[src/rtl/int_ctrl.sv]
// Memory-mapped interrupt controller: latches, masks and prioritises hw_in sources and
// walks one request at a time through assert, CPU ack and software EOI.
module int_ctrl #(
  parameter int unsigned N_SRC     = 6,
  parameter logic [31:0] BASE_ADDR = 32'h7f30
) (
  input  logic             clk,
  input  logic             reset,
  input  logic [N_SRC-1:0] hw_in,
  input  logic [31:0]      addr,
  input  logic             we,
  input  logic [31:0]      wdata,
  output logic [31:0]      rdata,
  output logic             irq,
  output logic [2:0]       irq_id,
  input  logic             ack
);

  typedef enum logic [1:0] {StIdle, StAssert, StService} state_e;

  state_e           state_q;
  logic [N_SRC-1:0] enable_q, pending_q, mode_q, hw_prev_q;
  logic [N_SRC-1:0] pending_d, rise, clr, req, cur_mask;
  logic [2:0]       cur_id_q, sel;
  logic             irq_q, req_cur;
  logic [31:0]      off;
  logic             in_win, wr_en, wr_enable, wr_pending, wr_mode, wr_claim, eoi_match;
  logic             unused_wdata;

  assign unused_wdata = ^wdata[31:N_SRC];

  // Offset wraps for addresses below the base, so one compare covers both window ends.
  assign off        = addr - BASE_ADDR;
  assign in_win     = (off[31:4] == 28'd0) && (off[1:0] == 2'b00);
  assign wr_en      = we && in_win;
  assign wr_enable  = wr_en && (off[3:2] == 2'd0);
  assign wr_pending = wr_en && (off[3:2] == 2'd1);
  assign wr_mode    = wr_en && (off[3:2] == 2'd2);
  assign wr_claim   = wr_en && (off[3:2] == 2'd3);
  assign eoi_match  = wr_claim && (wdata[2:0] == cur_id_q);

  assign req     = pending_q & enable_q;
  assign rise    = hw_in & ~hw_prev_q;
  assign req_cur = |(req & cur_mask);

  always_comb begin
    sel = '0;
    for (int i = N_SRC - 1; i >= 0; i--) begin
      if (req[i]) sel = 3'(i);
    end
  end

  always_comb begin
    cur_mask = '0;
    for (int i = 0; i < N_SRC; i++) begin
      cur_mask[i] = (cur_id_q == 3'(i));
    end
  end

  // Edge bits: a new rising edge beats any clear in the same cycle. Level bits follow hw_in.
  always_comb begin
    clr = '0;
    if (wr_pending) clr = wdata[N_SRC-1:0];
    if ((state_q == StAssert) && ack) clr = clr | cur_mask;
    pending_d = (mode_q & ((pending_q & ~clr) | rise)) | (~mode_q & hw_in);
  end

  always_comb begin
    rdata = '0;
    if (in_win) begin
      unique case (off[3:2])
        2'd0: rdata = 32'(enable_q);
        2'd1: rdata = 32'(pending_q);
        2'd2: rdata = 32'(mode_q);
        2'd3: rdata = {state_q == StService, 28'd0, cur_id_q};
        default: rdata = '0;
      endcase
    end
  end

  always_ff @(posedge clk or negedge reset) begin
    if (!reset) begin
      state_q   <= StIdle;
      enable_q  <= '0;
      pending_q <= '0;
      mode_q    <= '0;
      hw_prev_q <= '0;
      cur_id_q  <= '0;
      irq_q     <= 1'b0;
    end else begin
      hw_prev_q <= hw_in;
      pending_q <= pending_d;
      if (wr_enable) enable_q <= wdata[N_SRC-1:0];
      if (wr_mode)   mode_q   <= wdata[N_SRC-1:0];
      case (state_q)
        StIdle: begin
          if (|req) begin
            cur_id_q <= sel;
            irq_q    <= 1'b1;
            state_q  <= StAssert;
          end
        end
        StAssert: begin
          if (ack) begin
            irq_q   <= 1'b0;
            state_q <= StService;
          end else if (!req_cur) begin
            // Request withdrawn before the CPU took it: drop without needing an ack.
            irq_q    <= 1'b0;
            cur_id_q <= '0;
            state_q  <= StIdle;
          end
        end
        StService: begin
          if (eoi_match) begin
            cur_id_q <= '0;
            state_q  <= StIdle;
          end
        end
        default: begin
          irq_q    <= 1'b0;
          cur_id_q <= '0;
          state_q  <= StIdle;
        end
      endcase
    end
  end

  assign irq    = irq_q;
  assign irq_id = cur_id_q;

endmodule

[config.mk]
export PLATFORM = sky130hd
export DESIGN_NAME = int_ctrl
export DESIGN_NICKNAME = d
export VERILOG_FILES = /design/src/rtl/int_ctrl.sv
export SDC_FILE = /design/constraint.sdc
export NUM_CORES = 1
export LEC_CHECK = 0
export BUFFER_PORTS_ARGS = -buffer_cell sky130_fd_sc_hd__buf_2
export CORE_MARGIN = 2
export CORE_UTILIZATION = 47
export CTS_BUF_LIST = sky130_fd_sc_hd__clkbuf_16
export DETAILED_ROUTE_END_ITERATION = 12
export PLACE_DENSITY_LB_ADDON = 0.2
export SETUP_SLACK_MARGIN = 0.5
export SYNTH_ARGS = -nofsm -noshare
export SYNTH_HDL_FRONTEND = slang
export SYNTH_SLANG_ARGS = --single-unit
[constraint.sdc]
create_clock -name clk -period 3.36 [get_ports clk]
set_input_delay 0.672 -clock clk [delete_from_list [all_inputs] [get_ports clk]]
set_output_delay 0.672 -clock clk [all_outputs]
set_load 0.05 [all_outputs]
-- Yosys cells after proc, flatten, opt, wreduce, memory -nomap -nowiden
Cells that the tools add are included.
- register bits: 30
- bits in latches: 0
- RAM bits: 0
- memory bits (read-only): 0
- output and inout port bits: 36
- logic and storage cells: 79
- memories: 0
- add/subtract/negate cells: 1
- multiply operators: 0
- divide/modulo/power cells: 0
- magnitude comparators: 0
- equal/unequal tests: 16
- shift-type cells: 0
- multiplexer cells: 24
- bitwise operators: 13
- reduce and logical (&&, ||, !) cells: 18
- operators by type and width (operator ; number):
    $pmux 32 s4 ; 1
    $and 6x6->6 ; 6
    $mux 32 ; 1
    $sub 32x15->32 const B ; 1
    $mux 3 ; 10
    $logic_not 28->1 ; 1
    $not 6->6 ; 3
    $or 6x6->6 ; 3
    $mux 6 ; 2
    $reduce_or 6->1 ; 2
    $pmux 3 s3 ; 1
    $logic_and 1x1->1 ; 8
    $mux 2 ; 4
    $ne 2x2->1 const B ; 4
    $eq 2x2->1 const B ; 3
    $eq 3x2->1 const B ; 2
    $eq 3x3->1 const B ; 2
    $logic_not 2->1 ; 3
    $pmux 2 s3 ; 1
    $reduce_and 3->1 ; 2
    $eq 2x1->1 const B ; 2
    $reduce_and 4->1 ; 1
    $eq 3x1->1 const B ; 1
    $eq 3x3->1 ; 1
    5 further kinds ; 7

-- Longest topological paths before layout
Gate-level depths: netlist of run 1.
- depth in word-level cells: 13
- mapped depth: 7

-- Worst setup path after synthesis of run 1
OpenSTA, ideal clock, no wires.
- path kind: input port to output port
- start point: input addr[10]
- end point: output rdata[3]
- arrival: 3.328 ns
- setup slack: -0.640 ns
- cell stages on the path: 5
- path buffers: 0
- cell sequence: nand3_1 or4_4 nor2_2 o2111ai_1 nor4_1
- longest elaborated chain between the ends: 4
- ends and longest elaborated chain (item ; RTL line ; RTL):
    from (decl) ; 10 ; input logic [31:0] addr,
    $sub 32x15->32 ; 33 ; assign off = addr - BASE_ADDR;
    $logic_not 28->1 ; 34 ; assign in_win = (off[31:4] == 28'd0) && (off[1:0] == 2'b00);
    $logic_and 1x1->1 ; 34 ;
    $mux 32 ; 70 ; if (in_win) begin
    to (decl) ; 13 ; output logic [31:0] rdata,
Every way passes these cells.

-- Worst setup path in the final report of run 1
- start point: input addr[24]
- end point: output rdata[31]
Same word-level chain as after synthesis.

==> results of run 1 <==
==> report_power, final <==
group	internal (µW)	leakage (µW)	total, µW	switching [µW]
sequential	385	0.000386	408	22.6
combinational	95.4	0.000956	309	213
clock	262	0.0000632	407	145
==> sequential cells by signal, summed over array words and instances, names as in the netlist <==
register	cells
irq	1
enable_q	6
irq_id	3
state_q	2
pending_q	6
mode_q	6
hw_prev_q	6
==> layer usage <==
metal | GRT usage, % | wire, µm
met1 | 29.0 | 2680
met2 | 41.2 | 3200
met3 | 5.01 | 372
met4 | 5.75 | 87
met5 | 0 | 0
==> Yosys cell counts, drive strengths merged, types with 4 or more instances <==
library cell and count:
a21oi 10, and2 4, buf 26, clkbuf 5
dfrtp 30, inv 6, mux2 14, nand2 33
nand3 16, nand4 6, nor2 19, nor3 14
nor4 12, o21ai 14, or4 4, xnor2 5
==> per-stage QoR <==
stage | util [%] | power, µW
after floorplan | - | 631
after global placement | 57.1 | 691
after global routing | 65.8 | 1170
final | 65.8 | 1120
after CTS | 62.7 | 1110
after detailed placement | 57.1 | 695
==> layout make-up <==
class | instances | area [µm²] | area share, %
inverters | 6 | 22.5 | 0.719
flip-flops and latches | 30 | 751 | 24.0
repair buffers | 76 | 520 | 16.6
clock buffers | 5 | 125 | 4.00
multi-input cells | 224 | 1620 | 51.9
clock inverters | 1 | 3.75 | 0.120
well taps | 67 | 83.8 | 2.68
==> path summary, 6_finish.rpt <==
kind                                           endpoint  cells past startpoint                    from
max in group asynchronous       enable_q[3]$_DFFE_PN0P_                      1                   reset
min in group clk                 hw_prev_q[0]$_DFF_PN0_                      1                hw_in[0]
worst max register to register    irq_id[0]$_DFFE_PN0P_                      6   irq_id[0]$_DFFE_PN0P_
worst max-delay path                          rdata[31]                      8                addr[24]
worst min register to register   pending_q[4]$_DFF_PN0_                      3  hw_prev_q[4]$_DFF_PN0_
worst min-delay path             state_q[0]$_DFFE_PN0P_                      1                   reset
==> cells by family after synthesis <==
kind of cell	Yosys count	share of synthesized area (%)
and+or+nand+nor	127	30.3
xor gates and xnor gates	5	1.89
buffers and inverters	37	10.0
AOI/OAI and AO/OA	47	14.3
other	1	0.162
DFF	30	32.4
muxes	20	11.0
==> cells in the final DEF, fill, tap and decap left out, types with 3 or more instances in the layout <==
cell type and n:
sky130_fd_sc_hd__xnor2_1 5, sky130_fd_sc_hd__dfrtp_1 30, sky130_fd_sc_hd__inv_1 6, sky130_fd_sc_hd__buf_4 15, sky130_fd_sc_hd__nand2_1 32, sky130_fd_sc_hd__conb_1 25
sky130_fd_sc_hd__a21oi_1 8, sky130_fd_sc_hd__mux2_1 3, sky130_fd_sc_hd__mux2i_1 3, sky130_fd_sc_hd__clkbuf_16 5, sky130_fd_sc_hd__buf_6 10, sky130_fd_sc_hd__buf_8 4
sky130_fd_sc_hd__and3_1 3, sky130_fd_sc_hd__buf_2 47, sky130_fd_sc_hd__and2_4 3, sky130_fd_sc_hd__nor3_4 4, sky130_fd_sc_hd__mux4_2 3, sky130_fd_sc_hd__nor2_1 17
sky130_fd_sc_hd__nand4b_1 3, sky130_fd_sc_hd__nor3_1 10, sky130_fd_sc_hd__mux2_2 10, sky130_fd_sc_hd__nor4_4 7, sky130_fd_sc_hd__nor4_1 4, sky130_fd_sc_hd__nand3_1 15
sky130_fd_sc_hd__nand4_1 5, sky130_fd_sc_hd__o21ai_0 12
==> what timing repair did <==
item / in CTS / in global routing
pin swaps: 11 / 13
setup buffers: 5 / 6
hold buffers: 0 / 0
setup endpoints to repair: 7 / 10
resized for setup: 27 / 20
==> results.rst, run 1 <==
.. list-table::
   :header-rows: 1

   * - Metric
     - Value
   * - GRT Overall Usage
     - 23.2%
   * - Layout net count
     - 417
   * - WS Path Type
     - primary input to output pin
   * - Count of input and output buffers
     - 58
   * - Pre-Repair DR Iteration Count
     - 4
   * - Crit path buffers/inverters
     - 2
   * - Pre-CTS setup slack
     - -0.0851 ns
   * - Post-detailed-route count of antenna-violating nets
     - 0
   * - Die Area
     - 5510 µm²
   * - Starting density of the core
     - 48.8%
   * - Cell Count Post-Placement
     - 392
   * - Class of the tightest hold or removal check
     - primary input to async pin
   * - Yosys warns
     - 0
   * - Max frequency
     - 0.317 GHz
   * - CP Data Arrival Time
     - 2.48 ns
   * - CP max FO
     - 4
   * - Global-route wire length before repair
     - 9.65 mm
   * - Clock insertion delay at the later pin of the skew report
     - 0.27 ns
   * - Die Width
     - 74.3 µm
   * - Final setup TNS
     - 0 ns
   * - Number of clock sinks
     - 30
   * - Hpwl dp
     - 4.59 mm
   * - Flip-flop and latch count after synthesis
     - 30
   * - Largest stage delay on the critical path
     - 0.54 ns
   * - Max-cap violations
     - 0
   * - Total Routed Length
     - 6.33 mm
   * - Vert. Die Dim
     - 74.3 µm
   * - Post-route cell area
     - 3130 µm²
   * - Highest-delay cell along the critical path
     - sky130_fd_sc_hd__or4_4
   * - Area growth from synthesis to final layout
     - 35.0%
   * - Routability congestion estimate from global placement
     - 0.878
   * - Remaining Overflow, GRT
     - 0
   * - Core box area
     - 4750 µm²
   * - Largest net degree at the start of global routing
     - 31
   * - Seq/Total Area, Yosys
     - 32.4%
   * - Routed length per placed instance
     - 15.5 µm
   * - Count of mapped cells out of synthesis
     - 267
   * - Min Hold Slack
     - 0.434 ns
   * - Largest area contributor in the synthesized netlist
     - sky130_fd_sc_hd__dfrtp_1
   * - Area contributors post-synth
     - sky130_fd_sc_hd__dfrtp_1, sky130_fd_sc_hd__buf_4, sky130_fd_sc_hd__nand2_1, sky130_fd_sc_hd__mux2_2, sky130_fd_sc_hd__nand3_1
   * - Worst EP required
     - 2.69 ns
   * - Final hold violation count
     - 0
   * - Clock-pin slew on the worst setup and hold paths
     - 0.05 ns
   * - Number of placement rows
     - 25
   * - Post-Layout Cell Count
     - 409
   * - Slew at the pin with the worst max-slew slack
     - 0.677 ns
   * - CTS Root Cell
     - sky130_fd_sc_hd__clkbuf_16
   * - Worst reg2reg setup slack
     - 1.35 ns
   * - Power Dens Cells
     - 359 nW/µm²
   * - Top-area cell type share of the netlist area
     - 32.4%
   * - Antenna diode count
     - 0
   * - Detail-routed via count per cell
     - 5.65
   * - Leakage power summed over all cells
     - 0.00140 µW
   * - Cells traversed along the worst timing path
     - buf_6 -> or4_4 -> nor2_2 -> a41o_1 -> o2111ai_4 -> nor3_4 -> and4_4 -> buf_8
   * - Max rail drop VDD
     - 0.000301 V
   * - Count of flip-flops with a built-in enable after synthesis
     - 0
   * - Minimum clock period
     - 3.15 ns
   * - Worst slew margin relative to its limit
     - 54.8%
   * - Vias in the first global route
     - 2036
   * - Maximum clock insertion buffer count
     - 2
   * - Share of flip-flops with an asynchronous set or reset
     - 100%
   * - Largest delay contributor family on the critical path
     - simple AND/OR/NAND/NOR gates
   * - Min setup slack post-route
     - 0.205 ns
   * - Synth Cell Area
     - 2320 µm²
   * - Clk_skew
     - 0.00459 ns
   * - I/O Pins
     - 110
   * - Routed via count
     - 2312
   * - Primary FF master, synth
     - sky130_fd_sc_hd__dfrtp_1
   * - Number of distinct library cells after synthesis
     - 52
   * - Count of routing violations after the opening detailed-route iteration
     - 131
   * - Instance area at placement
     - 2710 µm²
   * - Filler instances
     - 404
   * - Setup crit start kind
     - primary input
   * - Total clock buffers created by CTS
     - 5
   * - Unrepaired setup endpoints after global routing
     - true
   * - Number of antenna violations at the first check in global routing
     - 0
   * - Max Transition Viols Final
     - 0
   * - # H-tree levels
     - 2
   * - Average instance area after synthesis
     - 8.69 µm²
   * - Number of remaining DRC errors
     - 0
   * - Clock tree from TritonCTS
     - yes
   * - Fraction of final layout cells sized beyond drive strength 1
     - 36.8%
   * - Final Setup Violations
     - 0
   * - Type of destination of the critical path
     - output pin
   * - Outcome
     - finished, final reports clean
   * - Period Utilization, post-route
     - 93.9%
Power figures use the tool's default switching activity.
==> inputs of run 2 (changes only) <==
==> constraint.sdc (replaced) <==
create_clock -name clk -period 3.36 [get_ports clk]
set_input_delay 0.336 -clock clk [delete_from_list [all_inputs] [get_ports clk]]
set_output_delay 0.336 -clock clk [all_outputs]
set_load 0.05 [all_outputs]
==> results.rst, run 2 (synthesis gave the netlist of run 1 again) <==
.. list-table::
   :header-rows: 1

   * - Metric
     - Value
   * - Slew at the pin with the worst max-slew slack
     - 0.776 ns
   * - Max Transition Viols Final
     - 0
   * - CP Data Arrival Time
     - 2.39 ns
   * - Maximum clock insertion buffer count
     - 2
   * - Minimum clock period
     - 2.73 ns
   * - Vert. Die Dim
     - 74.3 µm
   * - Count of routing violations after the opening detailed-route iteration
     - 152
   * - Routability congestion estimate from global placement
     - 0.879
   * - Routed length per placed instance
     - 14.6 µm
   * - Commonest non-fill, non-tap cell in the layout
     - sky130_fd_sc_hd__buf_2
   * - Final hold violation count
     - 0
   * - GRT Overall Usage
     - 22.1%
   * - Largest net degree at the start of global routing
     - 31
   * - Detail-routed via count per cell
     - 5.55
   * - Instance area at placement
     - 2570 µm²
   * - Vias in the first global route
     - 2020
   * - Total clock buffers created by CTS
     - 5
   * - Routed via count
     - 2169
   * - Core box area
     - 4750 µm²
   * - Number of placement rows
     - 25
   * - CTS Root Cell
     - sky130_fd_sc_hd__clkbuf_16
   * - Setup crit start kind
     - primary input
   * - Outcome
     - finished, final reports clean
   * - Clk_skew
     - 0.00374 ns
   * - Met3 Track Usage GR
     - 3.66%
   * - Clock insertion delay at the later pin of the skew report
     - 0.27 ns
   * - Max-cap violations
     - 0
   * - Total power consumption of the routed design
     - 1090 µW
   * - Leakage power summed over all cells
     - 0.00124 µW
   * - Max rail drop VDD
     - 0.000269 V
   * - I/O Pins
     - 110
   * - Remaining Overflow, GRT
     - 0
   * - Post-route cell area
     - 2730 µm²
   * - Layout net count
     - 399
   * - Antenna diode count
     - 0
   * - Global-route met2 utilization
     - 37.5%
   * - Unrepaired setup endpoints after global routing
     - false
   * - Period Utilization, post-route
     - 81.1%
   * - Number of clock sinks
     - 30
   * - Pre-Repair DR Iteration Count
     - 4
   * - Number of antenna violations at the first check in global routing
     - 0
   * - Post-detailed-route count of antenna-violating nets
     - 0
   * - Type of destination of the critical path
     - output pin
   * - Clock-pin slew on the worst setup and hold paths
     - 0.05 ns
   * - CP max FO
     - 5
   * - Worst EP required
     - 3.02 ns
   * - Total Routed Length
     - 5.72 mm
   * - Worst slew margin relative to its limit
     - 47.7%
   * - Count of input and output buffers
     - 58
   * - Utilization after layout
     - 57.3%
   * - Class of the tightest hold or removal check
     - primary input to async pin
   * - Met1 track utilization from global routing
     - 29.6%
   * - Die Width
     - 74.3 µm
   * - Starting density of the core
     - 48.8%
   * - Min Hold Slack
     - 0.105 ns
   * - Hpwl dp
     - 4.41 mm
   * - WS Path Type
     - primary input to output pin
   * - Routing layer with the top usage in global route
     - met2
   * - Hold_buf cts
     - 0
   * - Final Setup Violations
     - 0
   * - Global-route wire length before repair
     - 9.38 mm
   * - Max frequency
     - 0.367 GHz
   * - Number of remaining DRC errors
     - 0
   * - Top library cells by usage in the layout, fill and taps aside
     - sky130_fd_sc_hd__buf_2, sky130_fd_sc_hd__nand2_1, sky130_fd_sc_hd__dfrtp_1, sky130_fd_sc_hd__conb_1, sky130_fd_sc_hd__nor2_1
   * - Area growth from synthesis to final layout
     - 17.5%
   * - # H-tree levels
     - 2
   * - Die Area
     - 5510 µm²
   * - Clock tree from TritonCTS
     - yes
   * - Power Dens Cells
     - 400 nW/µm²
   * - Final setup TNS
     - 0 ns
   * - Fraction of final layout cells sized beyond drive strength 1
     - 27.5%
## run 2: area by class of cell
type | instances | area (µm²)
Clock buffer | 5 | 125
Fill cell | 466 | 2030
Inverter | 6 | 22.5
Multi-Input combinational cell | 224 | 1450
Tap cell | 67 | 83.8
Sequential cell | 30 | 751
Timing Repair Buffer | 58 | 290
Clock inverter | 1 | 3.75
## run 2: power breakdown
group	internal [µW]	switching [µW]	total, µW
Combinational	79.2	197	277
Clock	262	142	404
Sequential	385	24.0	409
Total	726	364	1090
## run 2: path summary, 6_finish.rpt
kind | depth (start not counted) | slack [ns] | to | start
max in group asynchronous | 1 | 2.81 | hw_prev_q[2]$_DFF_PN0_ | reset
worst max-delay path | 8 | 0.63 | rdata[31] | addr[10]
worst min-delay path | 1 | 0.11 | irq$_DFFE_PN0P_ | reset
worst min register to register | 3 | 0.53 | pending_q[5]$_DFF_PN0_ | hw_prev_q[5]$_DFF_PN0_
min in group clk | 1 | 0.18 | hw_prev_q[1]$_DFF_PN0_ | hw_in[1]
worst max register to register | 6 | 1.36 | irq_id[1]$_DFFE_PN0P_ | irq_id[0]$_DFFE_PN0P_
## run 2: per-layer routing
layer  part of all wire (%)  wire length [µm]  vias to the layer above
met4                    1.0                59                        0
li1                       -                 -                     1066
met2                     50              2850                       69
met1                     44              2520                     1026
met3                    5.1               293                        8
met5                      0                 0                        -
## run 2: stage by stage
stage	setup slack [ns]	instances
global route	0.524	391
finish	0.634	391
CTS	0.529	391
detailed placement	0.397	385
global placement	0.418	385
floorplan	0.0322	291
## run 2: what timing repair did
item / 4_1_cts / 5_1_grt
pin swaps: 0 / 1
setup endpoints to repair: 4 / 4
endpoints found under the hold margin: 0 / 0
buffers inserted: 0 / 0
resized for setup: 1 / 3
## run 2: critical path: stages
cell,delay (ns)
sky130_fd_sc_hd__buf_2,0.08
sky130_fd_sc_hd__nand3_1,0.14
sky130_fd_sc_hd__or4_4,0.61
sky130_fd_sc_hd__nor2_2,0.22
sky130_fd_sc_hd__o2111ai_2,0.23
sky130_fd_sc_hd__nor3_4,0.30
sky130_fd_sc_hd__and4_1,0.22
sky130_fd_sc_hd__buf_2,0.26
==> inputs of run 3 (changes only) <==
CORE_UTILIZATION = 42   (was 47)
clock period = 2.4 ns   (was 3.36 ns; I/O delays follow)
==> results.rst, run 3 (synthesis gave the netlist of run 1 again) <==
.. list-table::
   :header-rows: 1

   * - Metric
     - Value
   * - Routed length per placed instance
     - 16.6 µm
   * - Final setup TNS
     - 0 ns
   * - Clock-pin slew on the worst setup and hold paths
     - 0.05 ns
   * - Global-route wire length before repair
     - 11.6 mm
   * - Final hold violation count
     - 0
   * - Worst EP required
     - 2.16 ns
   * - Vert. Die Dim
     - 78.3 µm
   * - Final Setup Violations
     - 0
   * - Setup crit start kind
     - primary input
   * - Number of clock sinks
     - 30
   * - CP Data Arrival Time
     - 2.08 ns
   * - Outcome
     - finished, final reports clean
   * - Post-Layout Cell Count
     - 436
   * - Slew at the pin with the worst max-slew slack
     - 0.670 ns
   * - Detail-routed via count per cell
     - 5.63
   * - Fraction of final layout cells sized beyond drive strength 1
     - 44.5%
   * - Type of destination of the critical path
     - output pin
   * - Max-cap violations
     - 0
   * - Highest-delay cell along the critical path
     - sky130_fd_sc_hd__nor4_4
   * - Total Routed Length
     - 7.24 mm
   * - Clock tree from TritonCTS
     - yes
   * - Layout net count
     - 437
   * - Core box area
     - 5410 µm²
   * - Minimum clock period
     - 2.32 ns
   * - # H-tree levels
     - 2
   * - Max Transition Viols Final
     - 0
   * - Die Width
     - 78.3 µm
   * - Maximum clock insertion buffer count
     - 2
   * - Routed via count
     - 2453
   * - Cells traversed along the worst timing path
     - buf_2 -> nor3_1 -> buf_4 -> a21oi_2 -> nor4_4 -> nand4_1 -> buf_4 -> buf_6 -> nor4_4 -> buf_6
   * - Largest stage delay on the critical path
     - 0.27 ns
   * - Cell Count Post-Placement
     - 417
   * - GRT Overall Usage
     - 24.3%
   * - Count of routing violations after the opening detailed-route iteration
     - 89
   * - Vias in the first global route
     - 2441
   * - WS Path Type
     - primary input to output pin
   * - Antenna diode count
     - 0
   * - Number of placement rows
     - 27
   * - CP max FO
     - 4
   * - I/O Pins
     - 110
   * - Commonest non-fill, non-tap cell in the layout
     - sky130_fd_sc_hd__buf_2
   * - Count of input and output buffers
     - 58
   * - Clock insertion delay at the later pin of the skew report
     - 0.27 ns
   * - Starting density of the core
     - 42.9%
   * - Clk_skew
     - 0.00355 ns
   * - Area growth from synthesis to final layout
     - 49.5%
   * - Number of remaining DRC errors
     - 0
   * - Power Dens Cells
     - 465 nW/µm²
   * - Top library cells by usage in the layout, fill and taps aside
     - sky130_fd_sc_hd__buf_2, sky130_fd_sc_hd__nand2_1, sky130_fd_sc_hd__buf_4, sky130_fd_sc_hd__dfrtp_1, sky130_fd_sc_hd__conb_1
   * - Utilization after layout
     - 64.2%
   * - Max frequency
     - 0.430 GHz
   * - Worst slew margin relative to its limit
     - 55.4%
   * - Hpwl dp
     - 4.96 mm
   * - Routability congestion estimate from global placement
     - 0.924
   * - Max rail drop VDD
     - 0.000355 V
   * - Die Area
     - 6130 µm²
   * - Remaining Overflow, GRT
     - 0
   * - Largest net degree at the start of global routing
     - 31
   * - Post-detailed-route count of antenna-violating nets
     - 0
   * - Leakage power summed over all cells
     - 0.00156 µW
   * - CTS Root Cell
     - sky130_fd_sc_hd__clkbuf_16
   * - Class of the tightest hold or removal check
     - primary input to async pin
   * - Unrepaired setup endpoints after global routing
     - true
   * - Total clock buffers created by CTS
     - 5
   * - Hold_buf cts
     - 0
   * - Number of antenna violations at the first check in global routing
     - 0
   * - Pre-Repair DR Iteration Count
     - 4
   * - Period Utilization, post-route
     - 96.9%
run 3: changes by cell type in the layout (fill, tap and decap cells not counted), sizes merged:
cell,previous run,this run
inv,6,7
buf,58,96
clkinv,1,2
run 3: through the flow:
stage	total power (µW)	setup slack, ns	cell area [µm²]	hold slack (ns)
finish	1610	0.0755	3470	0.0000981
detailed placement	989	-0.0133	2950	0.319
floorplan	885	0.148	2560	-0.0556
global placement	983	-0.00740	2950	0.321
CTS	1600	0.148	3350	0.0298
global route	1700	-0.0271	3470	0.0576
run 3: metal layers:
metal | wire length [µm] | global-route usage, %
met3 | 429 | 5.06
met4 | 148 | 10.9
met2 | 3870 | 42.8
met1 | 2790 | 28.4
met5 | 0 | 0
run 3: worst paths after layout:
check,from,end,slack [ns],cells after the start
max in group asynchronous,reset,irq_id[2]$_DFFE_PN0P_,1.93,1
min,reset,hw_prev_q[1]$_DFF_PN0_,0.0001,1
min in group clk,hw_in[2],hw_prev_q[2]$_DFF_PN0_,0.08,1
max,addr[15],rdata[4],0.08,10
min reg2reg,hw_prev_q[1]$_DFF_PN0_,pending_q[1]$_DFF_PN0_,0.52,3
max reg2reg,irq_id[2]$_DFFE_PN0P_,irq_id[1]$_DFFE_PN0P_,0.39,7
run 3: layout make-up:
cell class                 instances  area (µm²)
timing repair buffer              96         726
inverter                           6        22.5
sequential                        30         754
tap                               72        90.1
clock inverter                     3        12.5
fill                             462        1940
multi-input combinational        224        1740
clock buffer                       5         125
run 3: what timing repair did:
item	in CTS	in global routing
endpoints found under the setup margin	24	29
resized for setup	54	22
setup buffers	8	3
pin swaps	24	7
hold endpoints to repair	0	0
run 3: power breakdown:
part / total, µW / internal (µW) / switching, µW
Sequential: 571 / 539 / 32.6
Combinational: 459 / 147 / 312
Clock: 582 / 373 / 208
Total: 1610 / 1060 / 552
run 3: critical path, delay by kind of cell:
kind                   cells  cell delay, ns
buffers and inverters      5            0.79
AO/OA/AOI/OAI              1            0.08
AND/OR/NAND/NOR            4            0.96
